$ cat config.mk
export PLATFORM = sky130hd
export DESIGN_NAME = ub_read_streamer
export DESIGN_NICKNAME = d
export VERILOG_FILES = /design/src/rtl/ub_read_streamer.sv
export SDC_FILE = /design/constraint.sdc
export NUM_CORES = 1
export LEC_CHECK = 0
export ABC_AREA = 1
export CORE_MARGIN = 2
export CORE_UTILIZATION = 30
export DETAILED_ROUTE_END_ITERATION = 16
export PLACE_DENSITY = 0.5
export SYNTH_ARGS = -nofsm -noshare
export SYNTH_HDL_FRONTEND = slang
export SYNTH_SLANG_ARGS = --single-unit
$ cat constraint.sdc
create_clock -name clk -period 2.75 [get_ports clk]
set_clock_uncertainty 0.05 [all_clocks]
set_input_delay 0.275 -clock clk [delete_from_list [all_inputs] [get_ports clk]]
set_output_delay 0.275 -clock clk [all_outputs]
set_load 0.01 [all_outputs]
$ cat src/rtl/ub_read_streamer.sv
`default_nettype none
// ============================================================================
// Module   : ub_read_streamer
// Purpose  : Streams a contiguous run of Unified Buffer words onto a
//            valid/ready interface through a 3-entry skid FIFO.
// Revision : 1.0 - initial release
// ============================================================================
module ub_read_streamer #(
    parameter int ADDRESSSIZE = 10,
    parameter int WORDSIZE    = 64
) (
    input  logic                   clk,
    input  logic                   rst_n,
    input  logic                   start,
    input  logic [ADDRESSSIZE-1:0] base_addr,
    input  logic [ADDRESSSIZE:0]   length,
    output logic                   busy,
    output logic                   done,
    output logic                   ub_rd_en,
    output logic [ADDRESSSIZE-1:0] ub_address,
    input  logic [WORDSIZE-1:0]    ub_data_out,
    output logic                   out_valid,
    input  logic                   out_ready,
    output logic [WORDSIZE-1:0]    out_data,
    output logic                   out_last
);

    typedef enum logic [1:0] {
        S_IDLE  = 2'd0,
        S_RUN   = 2'd1,
        S_DRAIN = 2'd2
    } state_t;

    localparam logic [2:0] c_FIFO_DEPTH = 3'd3;

    state_t                 r_state;
    logic                   r_busy;
    logic                   r_done;
    logic                   r_rd_en;
    logic [ADDRESSSIZE-1:0] r_address;
    logic [ADDRESSSIZE:0]   r_issue_left;
    logic                   r_inflight;
    logic                   r_inflight_last;
    logic [WORDSIZE-1:0]    r_fifo_data [3];
    logic [2:0]             r_fifo_last;
    logic [1:0]             r_wr_ptr;
    logic [1:0]             r_rd_ptr;
    logic [1:0]             r_count;

    logic                   w_push;
    logic                   w_pop;
    logic [1:0]             w_count_next;
    logic                   w_issue_last;
    logic [ADDRESSSIZE:0]   w_issue_left_next;
    logic                   w_can_issue;

    function automatic logic [1:0] f_next_ptr(input logic [1:0] p);
        return (p == 2'd2) ? 2'd0 : p + 2'd1;
    endfunction

    assign w_push = r_inflight;
    assign w_pop  = out_valid & out_ready;

    always_comb begin
        w_count_next = r_count;
        case ({w_push, w_pop})
            2'b10:   w_count_next = r_count + 2'd1;
            2'b01:   w_count_next = r_count - 2'd1;
            default: w_count_next = r_count;
        endcase
    end

    assign w_issue_last      = r_rd_en && (r_issue_left == (ADDRESSSIZE+1)'(1));
    assign w_issue_left_next = r_rd_en ? r_issue_left - (ADDRESSSIZE+1)'(1) : r_issue_left;

    // Next-cycle issue decision uses next-cycle occupancy, so ub_rd_en stays a
    // flop output while still reserving a slot for the read now in flight.
    assign w_can_issue = (w_issue_left_next != '0) &&
                         (({1'b0, w_count_next} + {2'b00, r_rd_en}) < c_FIFO_DEPTH);

    always_ff @(posedge clk or negedge rst_n) begin
        if (!rst_n) begin
            r_state         <= S_IDLE;
            r_busy          <= 1'b0;
            r_done          <= 1'b0;
            r_rd_en         <= 1'b0;
            r_address       <= '0;
            r_issue_left    <= '0;
            r_inflight      <= 1'b0;
            r_inflight_last <= 1'b0;
            for (int i = 0; i < 3; i++) begin
                r_fifo_data[i] <= '0;
            end
            r_fifo_last     <= '0;
            r_wr_ptr        <= '0;
            r_rd_ptr        <= '0;
            r_count         <= '0;
        end else begin
            r_done          <= 1'b0;
            r_inflight      <= r_rd_en;
            r_inflight_last <= w_issue_last;
            r_count         <= w_count_next;

            if (w_push) begin
                r_fifo_data[r_wr_ptr] <= ub_data_out;
                r_fifo_last[r_wr_ptr] <= r_inflight_last;
                r_wr_ptr              <= f_next_ptr(r_wr_ptr);
            end
            if (w_pop) begin
                r_rd_ptr <= f_next_ptr(r_rd_ptr);
            end

            case (r_state)
                S_IDLE: begin
                    r_rd_en <= 1'b0;
                    if (start) begin
                        if (length == '0) begin
                            r_done <= 1'b1;
                        end else begin
                            r_state      <= S_RUN;
                            r_busy       <= 1'b1;
                            r_rd_en      <= 1'b1;
                            r_address    <= base_addr;
                            r_issue_left <= length;
                        end
                    end
                end
                S_RUN: begin
                    if (r_rd_en) begin
                        r_address    <= r_address + ADDRESSSIZE'(1);
                        r_issue_left <= w_issue_left_next;
                    end
                    if (w_issue_last) begin
                        r_state <= S_DRAIN;
                    end
                    r_rd_en <= w_can_issue;
                end
                S_DRAIN: begin
                    r_rd_en <= 1'b0;
                    if (w_pop && out_last) begin
                        r_state <= S_IDLE;
                        r_busy  <= 1'b0;
                        r_done  <= 1'b1;
                    end
                end
                default: begin
                    r_state <= S_IDLE;
                    r_rd_en <= 1'b0;
                    r_busy  <= 1'b0;
                end
            endcase
        end
    end

    assign busy       = r_busy;
    assign done       = r_done;
    assign ub_rd_en   = r_rd_en;
    assign ub_address = r_address;
    assign out_valid  = (r_count != 2'd0);
    assign out_data   = r_fifo_data[r_rd_ptr];
    assign out_last   = out_valid & r_fifo_last[r_rd_ptr];

endmodule
`default_nettype wire

==> flow_summary_export.csv <==
group,metric,value,unit
final_layout,areaGrowthSynthToFinish,31.52,%
logic_synthesis,synth_seq_area_share,55.62,%
detailed_routing,vias,8484,
floorplanning,io_pins,168,
sta,period_share,96.86,%
grt,grt-ovfl-total,0,
run,cap_violations,0,
clocking,clock_path_buffers,3,
grt,grt_use_total,15.54,%
grt,grt_pass1_wl,45.29,mm
logic_synthesis,netlist_instances,1220,
floorplanning,die_x,189.3,µm
grt,antenna_found_initial,0,
final_layout,n_fill_cell,3516,
floorplanning,die_area,0.03584,mm²
detailed_routing,drt_iter0_markers,623,
grt,grt_pass1_vias,8450,
final_layout,fin_nets,1464,
floorplanning,coreArea,0.03370,mm²
clocking,clk_latency,0.54,ns
sta,relSlewSlack,54.03,%
detailed_routing,avgViaCountPerCell,4.618,
sta,fin_crit,2.664,ns
sta,hold_slack,0.2800,ns
clocking,clkTransAtPathRegs,0.06,ns
logic_synthesis,ys_ff_latch,229,
grt,grt_max_degree,87,
final_layout,regArea,0.005732,mm²
clocking,cts_max_level,1,
critical_path,arrival,2.34,ns
clocking,tritoncts,"yes",
detailed_routing,dr.pass1.iters,5,
critical_path,endpoint_kind,"primary output",
final_layout,fin_util,40.21,%
sta,setup_tns,0,ns
sta,setup_viol,0,
detailed_routing,drcViolationCount,0,
sta,worst_pin_slew,0.6895,ns
critical_path,worstPathMaxFanout,53,
clocking,cts_buffers,27,
worst_hold_path,hold_path_class,"input pin to flip-flop",
place,dp_hpwl,17.49,mm
logic_synthesis,syn_area_per_cell,8.446,µm²
floorplanning,num_rows,67,
power_and_ir_drop,p_leak,6.486,nW
power_and_ir_drop,peakVddDrop,0.5057,mV
power_and_ir_drop,p_per_area,1316,mW/mm²
critical_path,start_kind,"flip-flop",
logic_synthesis,synth_fp_nets,1315,
detailed_routing,wl_per_cell,15.00,µm
logic_synthesis,ys_warn_count,0,
logic_synthesis,ys_types,33,
critical_path,required,2.42,ns
final_layout,fin_area,0.01355,mm²
detailed_routing,drt_wl_total,27.55,mm
final_layout,antennaDiodeCount,0,
final_layout,multi_input_area,0.003897,mm²
sta,finalHoldViolations,0,
sta,slew_viol_final,0,
logic_synthesis,netlist_area,0.01030,mm²
sta,fmax,375.4,MHz
place,port_buffers,167,
floorplanning,die_h,189.3,µm
clocking,root_buffer,"clkbuf_16",
sta,rsz0062_at_grt,"false",
status,outcome,"completed",
detailed_routing,antenna_left,0,
critical_path,critPathKind,"flip-flop to primary output",
floorplanning,start_util,30.57,%
place,routabilityCongestion,0.8152,
final_layout,drive_above_1_share,7.487,%
place,dpl-instance-area,0.01251,mm²
clocking,cts_sinks,229,
[power breakdown]
part	switching [W]	internal, W
registers	0.000978	0.00503
clock network	0.00142	0.00226
logic	0.00452	0.00362
total	0.00692	0.0109
[routing by layer]
| metal | wire length (µm) | global-route usage [%] | vias to the layer above | share of wire (%) |
|---|---|---|---|---|
| li1 | - | - | 4277 | - |
| met1 | 13330 | 21.77 | 3989 | 48 |
| met2 | 12310 | 25.35 | 191 | 45 |
| met3 | 1437 | 2.706 | 27 | 5.2 |
| met4 | 479 | 3.101 | 0 | 1.7 |
| met5 | 0 | 0 | - | 0 |
[sequential cells by signal (all words and copies together) (netlist names)]
name,count
r_inflight,1
r_inflight_last,1
r_wr_ptr,2
ub_rd_en,1
r_rd_ptr,2
r_issue_left,11
r_fifo_last,3
r_state,2
ub_address,10
r_fifo_data,192
done,1
r_count,2
busy,1
[path summary, 6_finish.rpt]
kind	slack (ns)	to	cells past startpoint	from
worst max-delay path	0.09	out_data[61]	5	r_rd_ptr[0]$_DFFE_PN0P_
worst min-delay path	0.28	r_fifo_data[86]$_DFFE_PN0P_	3	ub_data_out[22]
worst max register to register	0.52	ub_rd_en$_DFF_PN0_	11	r_count[0]$_DFF_PN0_
worst min register to register	0.43	r_fifo_data[54]$_DFFE_PN0P_	2	r_fifo_data[54]$_DFFE_PN0P_
max in group asynchronous	1.62	r_fifo_data[55]$_DFFE_PN0P_	3	rst_n
min in group asynchronous	0.30	r_fifo_data[146]$_DFFE_PN0P_	2	rst_n
[synthesized netlist by cell type]
cell,count,area share [%]
xnor2_1,2,0.17
o21ai_1,79,3.8
clkbuf_1,16,0.58
o21ai_0,150,7.3
o41ai_1,1,0.085
nand2_4,1,0.11
nand2_1,422,15
a22oi_1,62,4.5
nor3_1,4,0.19
o22ai_1,1,0.061
nand2_2,4,0.24
a21oi_1,5,0.24
o31ai_1,1,0.073
nand4_1,3,0.18
nor2_4,2,0.22
nor2_1,25,0.91
clkbuf_2,1,0.049
buf_2,51,2.5
inv_1,93,3.4
a211oi_2,1,0.12
or2_2,2,0.12
or2_1,1,0.061
buf_4,4,0.29
nand3_1,29,1.4
inv_2,7,0.26
nand3b_1,2,0.15
nand3_2,5,0.49
dfrtp_1,229,56
nor2_2,5,0.30
xor2_1,1,0.085
o21ai_2,1,0.085
ha_1,6,0.73
o211ai_1,4,0.29
[cell type report]
cell class	instances	area share [%]
clock inverter	8	0.7940
inverter	100	2.770
timing repair buffer	192	15.13
sequential	229	42.30
clock buffer	41	6.112
multi-input combinational	819	28.76
tap	448	4.136
[cell usage in the layout (no fill, tap or decap), types with 2 or more instances in the layout]
cell type / synthesis / layout
nand2_1: 422 / 422
dfrtp_1: 229 / 228
clkdlybuf4s50_1: 0 / 160
o21ai_0: 150 / 150
inv_1: 93 / 92
o21ai_1: 79 / 79
a22oi_1: 62 / 61
nand3_1: 29 / 29
clkbuf_16: 0 / 27
nor2_1: 25 / 22
clkbuf_8: 0 / 11
buf_4: 4 / 11
buf_12: 0 / 11
inv_2: 7 / 8
ha_1: 6 / 6
dlymetal6s2s_1: 0 / 6
nor2_4: 2 / 5
a21oi_1: 5 / 5
nor2_2: 5 / 5
nor3_1: 4 / 4
nand2_2: 4 / 4
o211ai_1: 4 / 4
clkinv_2: 0 / 4
clkbuf_1: 16 / 4
nand4_1: 3 / 3
nand3_4: 0 / 3
xnor2_1: 2 / 2
nand3_2: 5 / 2
nand3b_1: 2 / 2
or2_2: 2 / 2
bufinv_16: 0 / 2
[kinds of logic after synthesis]
kind of cell / synth area share [%]
AOI/OAI and AO/OA: 16.60
buffers and inverters: 7.043
DFF: 55.62
adders and majority gates: 0.7286
xor gates and xnor gates: 0.2551
and+or+nand+nor: 19.76
[critical path, cell delays in order, from the launching register on]
cell             delay [ns]
dfrtp_2                0.45
nor2_4                 0.15
buf_12                 0.30
a22oi_1                0.15
nand2_1                0.14
clkdlybuf4s50_1        0.56
[repair_timing]
action	in CTS	in global routing
setup endpoints to repair	34	20
hold endpoints to repair	82	0
hold buffers	1	0
gates resized for setup	4	10
pin swaps	1	1
gates cloned	1	0
setup buffers	1	0
[stage by stage]
stage,setup slack (ns),total power [W],std cells
floorplan,0.5962,0.01073,1220
global placement,0.3877,0.01408,1785
detailed placement,0.3929,0.01419,1785
CTS,0.01099,0.01811,1837
global route,0.01637,0.01938,1837
finish,0.08634,0.01783,1837
Note: power is estimated with default switching activity, not from simulation.
